**config.mk**
```make
export PLATFORM = sky130hd
export DESIGN_NAME = snax_csr_req_ctrl
export DESIGN_NICKNAME = d
export VERILOG_FILES = /design/src/rtl/snax_csr_req_ctrl.sv
export SDC_FILE = /design/constraint.sdc
export NUM_CORES = 1
export LEC_CHECK = 0
export CORE_AREA = 2 2 79 74
export DETAILED_ROUTE_END_ITERATION = 8
export DIE_AREA = 0 0 81 76
export GPL_ROUTABILITY_DRIVEN = 1
export PLACE_DENSITY = 0.79
export SYNTH_ARGS = -nofsm -noshare
export SYNTH_HDL_FRONTEND = slang
export SYNTH_SLANG_ARGS = --single-unit
export TNS_END_PERCENT = 1
```
**constraint.sdc**
```tcl
create_clock -name clk_i -period 3.7 [get_ports clk_i]
set_clock_uncertainty 0.15 [all_clocks]
set_input_delay 0.74 -clock clk_i [delete_from_list [all_inputs] [get_ports clk_i]]
set_output_delay 0.74 -clock clk_i [all_outputs]
set_load 0.01 [all_outputs]
```
**src/rtl/snax_csr_req_ctrl.sv**
```systemverilog
// snax_csr_req_ctrl
// Bridges the Snitch core CSR request/response port to one SNAX accelerator
// CSR port. Addresses CsrBegin..CsrEnd are claimed and rebased to accelerator
// offsets. Other addresses are answered locally with an error. A small
// tracking FIFO of response kinds returns responses strictly in request order.
// Optional feature: define SNAX_CSR_REQ_CTRL_STATS_EN to add the saturating
// request counters stat_rd_o, stat_wr_o and stat_err_o.
module snax_csr_req_ctrl #(
    parameter logic [11:0] CsrBegin       = 12'h3c0,
    parameter logic [11:0] CsrEnd         = 12'h5ff,
    parameter int unsigned DataWidth      = 32,
    parameter int unsigned NumOutstanding = 4,
    parameter int unsigned AccAddrWidth   = $clog2(CsrEnd - CsrBegin + 1)
) (
    input  logic                    clk_i,
    input  logic                    rst_ni,
    input  logic [11:0]             req_addr_i,
    input  logic [DataWidth-1:0]    req_data_i,
    input  logic                    req_write_i,
    input  logic                    req_valid_i,
    output logic                    req_ready_o,
    output logic [DataWidth-1:0]    rsp_data_o,
    output logic                    rsp_err_o,
    output logic                    rsp_valid_o,
    input  logic                    rsp_ready_i,
    output logic [AccAddrWidth-1:0] acc_req_addr_o,
    output logic [DataWidth-1:0]    acc_req_data_o,
    output logic                    acc_req_write_o,
    output logic                    acc_req_valid_o,
    input  logic                    acc_req_ready_i,
    input  logic [DataWidth-1:0]    acc_rsp_data_i,
    input  logic                    acc_rsp_valid_i,
`ifdef SNAX_CSR_REQ_CTRL_STATS_EN
    output logic [31:0]             stat_rd_o,
    output logic [31:0]             stat_wr_o,
    output logic [31:0]             stat_err_o,
`endif
    output logic                    acc_rsp_ready_o
);

    localparam int unsigned PtrWidth = $clog2(NumOutstanding);
    localparam int unsigned CntWidth = $clog2(NumOutstanding + 1);

    // What the response for a tracked request must look like.
    typedef enum logic [1:0] {
        KIND_ACC_RD  = 2'd0,
        KIND_LOC_OK  = 2'd1,
        KIND_LOC_ERR = 2'd2
    } kind_e;

    logic [PtrWidth-1:0] wr_ptr_reg, wr_ptr_next;
    logic [PtrWidth-1:0] rd_ptr_reg, rd_ptr_next;
    logic [CntWidth-1:0] count_reg, count_next;

    logic [NumOutstanding-1:0][1:0] kind_flat;

    logic  in_win;
    logic  full;
    logic  push;
    logic  pop;
    kind_e push_kind;
    kind_e head_kind;

    // Request side: window decode, rebasing and handshake.
    assign in_win          = (req_addr_i >= CsrBegin) && (req_addr_i <= CsrEnd);
    assign full            = (count_reg == CntWidth'(NumOutstanding));
    assign acc_req_addr_o  = AccAddrWidth'(req_addr_i - CsrBegin);
    assign acc_req_data_o  = req_data_i;
    assign acc_req_write_o = req_write_i;
    assign acc_req_valid_o = req_valid_i && in_win && !full;
    assign req_ready_o     = !full && (!in_win || acc_req_ready_i);
    assign push            = req_valid_i && req_ready_o;

    // Classify the incoming request into its response kind.
    always_comb begin
        push_kind = KIND_LOC_ERR;
        if (in_win) begin
            push_kind = req_write_i ? KIND_LOC_OK : KIND_ACC_RD;
        end
    end

    // One kind slot per FIFO entry, written when the write pointer selects it.
    genvar gi;
    generate
        for (gi = 0; gi < NumOutstanding; gi++) begin : g_entry
            logic [1:0] kind_reg;

            // Capture the kind of an accepted request into this slot.
            always_ff @(posedge clk_i) begin
                if (push && (wr_ptr_reg == PtrWidth'(gi))) begin
                    kind_reg <= push_kind;
                end
            end

            assign kind_flat[gi] = kind_reg;
        end
    endgenerate

    assign head_kind = kind_e'(kind_flat[rd_ptr_reg]);

    // Response side: serve the head entry; accelerator reads pass straight through.
    always_comb begin
        rsp_valid_o     = 1'b0;
        rsp_err_o       = 1'b0;
        rsp_data_o      = '0;
        acc_rsp_ready_o = 1'b0;
        pop             = 1'b0;
        if (count_reg != '0) begin
            case (head_kind)
                KIND_ACC_RD: begin
                    rsp_valid_o     = acc_rsp_valid_i;
                    rsp_data_o      = acc_rsp_data_i;
                    acc_rsp_ready_o = rsp_ready_i;
                    pop             = acc_rsp_valid_i && rsp_ready_i;
                end
                KIND_LOC_OK: begin
                    rsp_valid_o = 1'b1;
                    pop         = rsp_ready_i;
                end
                KIND_LOC_ERR: begin
                    rsp_valid_o = 1'b1;
                    rsp_err_o   = 1'b1;
                    pop         = rsp_ready_i;
                end
                default: begin
                    rsp_valid_o = 1'b0;
                end
            endcase
        end
    end

    // Pointer and occupancy update; power-of-two depth makes pointers wrap naturally.
    always_comb begin
        wr_ptr_next = wr_ptr_reg;
        rd_ptr_next = rd_ptr_reg;
        count_next  = count_reg;
        if (push) begin
            wr_ptr_next = wr_ptr_reg + PtrWidth'(1);
        end
        if (pop) begin
            rd_ptr_next = rd_ptr_reg + PtrWidth'(1);
        end
        if (push && !pop) begin
            count_next = count_reg + CntWidth'(1);
        end else if (!push && pop) begin
            count_next = count_reg - CntWidth'(1);
        end
    end

    // FIFO control registers; reset drops every tracked entry.
    always_ff @(posedge clk_i) begin
        if (!rst_ni) begin
            wr_ptr_reg <= '0;
            rd_ptr_reg <= '0;
            count_reg  <= '0;
        end else begin
            wr_ptr_reg <= wr_ptr_next;
            rd_ptr_reg <= rd_ptr_next;
            count_reg  <= count_next;
        end
    end

`ifdef SNAX_CSR_REQ_CTRL_STATS_EN
    logic [31:0] stat_rd_reg;
    logic [31:0] stat_wr_reg;
    logic [31:0] stat_err_reg;

    // Saturating counters of accepted reads, writes and out-of-window accesses.
    always_ff @(posedge clk_i) begin
        if (!rst_ni) begin
            stat_rd_reg  <= '0;
            stat_wr_reg  <= '0;
            stat_err_reg <= '0;
        end else if (push) begin
            if ((push_kind == KIND_ACC_RD) && (stat_rd_reg != '1)) begin
                stat_rd_reg <= stat_rd_reg + 32'd1;
            end
            if ((push_kind == KIND_LOC_OK) && (stat_wr_reg != '1)) begin
                stat_wr_reg <= stat_wr_reg + 32'd1;
            end
            if ((push_kind == KIND_LOC_ERR) && (stat_err_reg != '1)) begin
                stat_err_reg <= stat_err_reg + 32'd1;
            end
        end
    end

    assign stat_rd_o  = stat_rd_reg;
    assign stat_wr_o  = stat_wr_reg;
    assign stat_err_o = stat_err_reg;
`endif

endmodule
```
==> results.tsv <==
metric	value	unit
outcome	completed	
initial antenna violation count	0	
final net count	296	
clock root buffer	clkbuf_8	
Slew Limit Fails	0	
Mapped Nets	247	
Hold Path Depth	2	
final wirelength	3.216	mm
first-pass GRT wire length	5.147	mm
Mapped Avg Cell Area	9.018	um^2
post-DR wirelength/cell	11.82	um
Via-to-Cell Ratio	4.136	
CP required	2810	ps
Pint	0.5505	mW
crit-path cells	mux4_2 > inv_1 > ha_1 > nor2b_1 > buf_4 > and2_1 > clkdlybuf4s50_1	
PD cells	401.5	nW/um^2
slew of the pin with the lowest slew margin	460.2	ps
critical path endpoint category	output pin	
total core area	5400	um^2
Antenna Cells	0	
Worst path slowest cell	mux4_2	
largest net degree at the start of global routing	34	
Post-Syn Instances	154	
DRT iter0 DRCs	7	
Area after DPL	2033	um^2
Max Fanout on Critical Path	33	
setup violators final	0	
sw frac	34.06	%
die area	6156	um^2
#FFs+latches synth	15	
MaxCap Viol Count	0	
CTS Buffer Depth	2	
Post-CTS Setup Bufs	0	
DP Wirelength	2.668	mm
clk sink count	15	
CTS buffer count	3	
Tcrit/Tclk final	94.56	%
CTS Hold Buffers Added	0	
VDD IR max	0.0003190	V
CTS tree	done	
DRC Markers	0	
CTS resizes	0	
vias in the first global route	1107	
count of cell types in the netlist	29	
Seq pwr share	28.8	%
Fmax achieved	285.8	MHz
final-report hold violation count	0	
max incr delay on CP	560	ps
Fillers	533	
Starting Density	25.72	%
highest-count cells in the layout ignoring fill and taps	86 x clkdlybuf4s50_1, 39 x and2_1, 9 x ha_1, 8 x inv_1, 8 x edfxtp_1	
Gate power share	55.0	%
Tot GR Track Use	10.56	%
setup TNS	0	ps
min cycle time layout	3499	ps
CP arrival	2610	ps
Synth-to-Final Area Change	49.73	%
critical path launch point type	flip-flop	
total power	0.8349	mW
register area	380.4	um^2
Leakage	0.8178	nW
share of layout cells above drive strength 1	3.960	%
Net Switching	0.2843	mW
Clock Power Share	16.2	%
clk_lat worst skew	250	ps
drt pass-1 iters	4	
max FFs per register	8	
via count	1125	
H-tree levels	1	
Seq/Total Area, Yosys	27.39	%
relative slew slack	69.08	%
Antenna Nets Post-Route	0	
Ys Warns	0	
synthesized area	1389	um^2
multi-input logic area	659.4	um^2
GPL Wtd Cong	0.7915	
Clock Pin Slew Worst Setup and Hold Paths	60	ps
die width	81	um
CP Class	flip-flop to output pin	
PortBufs	86	
Die Height	76	um
reg-to-reg slack, setup	460	ps
RSZ-0062 raised after global routing	false	
FF-to-FF path depth	12	
fin area	2079	um^2
floorplan row count	26	
most common cell after layout, fill and taps aside	clkdlybuf4s50_1	
min-delay worst type	flip-flop to flip-flop	
I/O Pins	163	
grt ovf	0	
-- worst paths after layout --
kind | endpoint | start
hold / removal | wr_ptr_reg[0]$_SDFFE_PN0P_ | wr_ptr_reg[0]$_SDFFE_PN0P_
setup / recovery | rsp_data_o[19] | rd_ptr_reg[0]$_SDFFE_PN0P_
hold reg to reg | wr_ptr_reg[0]$_SDFFE_PN0P_ | wr_ptr_reg[0]$_SDFFE_PN0P_
setup reg to reg | count_reg[2]$_SDFFE_PN0P_ | rd_ptr_reg[0]$_SDFFE_PN0P_
-- power by group through the flow --
stage / logic [mW] / registers (mW) / clock network (mW)
after global routing: 0.510 / 0.248 / 0.147
final: 0.459 / 0.241 / 0.135
after floorplan: 0.293 / 0.235 / 0
after global placement: 0.452 / 0.243 / 0
after CTS: 0.465 / 0.241 / 0.138
after detailed placement: 0.464 / 0.245 / 0
-- metrics by stage --
| stage | util (%) | hold WS (ps) | cells | worst slack [ps] |
|---|---|---|---|---|
| 6_report | 38.51 | 351.6 | 272 | 201.4 |
| 2_1_floorplan | - | 317.7 | 154 | 687.4 |
| 5_1_grt | 38.51 | 380.7 | 272 | 10.92 |
| 4_1_cts | 38.51 | 358.7 | 272 | 157.5 |
| 3_3_place_gp | 37.65 | 338.3 | 268 | 347.5 |
| 3_5_place_dp | 37.65 | 348.7 | 268 | 246.6 |
-- routing by layer --
layer | wire (um) | GRT usage, % | vias to the layer above
li1 | - | - | 549
met1 | 1199 | 11.74 | 486
met2 | 1379 | 15.95 | 77
met3 | 555 | 6.398 | 13
met4 | 82 | 4.746 | 0
met5 | 0 | 0 | -
-- Yosys cell counts --
library cell	number	area share (%)
and2_1	39	18
buf_4	39	21
ha_1	9	8.1
edfxtp_1	8	17
inv_1	8	2.2
dfxtp_1	7	10
nand2_1	7	1.9
clkbuf_1	4	1.1
mux2i_1	4	2.9
nor2b_1	3	1.4
xor2_1	3	1.9
mux4_2	2	3.2
nand2b_1	2	0.90
nor2_1	2	0.54
nor3_1	2	0.72
xnor2_1	2	1.3
a21boi_0	1	0.54
a21o_1	1	0.54
a21oi_1	1	0.36
buf_6	1	0.81
fa_1	1	1.4
nand3_1	1	0.36
nand4b_1	1	0.63
nor4_1	1	0.45
o21ai_0	1	0.36
o21ba_1	1	0.72
o31ai_1	1	0.54
o32a_1	1	0.72
or3_1	1	0.45
-- final cells by class --
class,instances,share of cell area (%)
Inverter,8,1.444
Multi-Input combinational cell,87,31.71
Tap cell,70,4.212
Timing Repair Buffer,88,42.12
Clock buffer,3,1.986
Sequential cell,15,18.29
Clock inverter,1,0.2407
-- worst max-delay path: cells and delay by family, from the launching register on --
kind,cells,cell delay [ps]
buffers and inverters,3,890
multiplexers,1,560
flip-flops,1,440
AND/OR/NAND/NOR,2,310
adder cells (fa/ha/maj),1,160
-- cell families (layout without fill, tap and decap cells) --
logic type,Yosys count,after routing,share of synthesized area (%)
muxes,6,6,6.126
and+or+nand+nor,59,59,24.87
buffers and inverters,52,100,25.13
xor gates and xnor gates,5,5,3.154
DFF,15,15,27.39
AOI/OAI and AO/OA,7,7,3.784
adders and majority gates,10,10,9.550
Note: power is estimated with default switching activity, not from simulation.
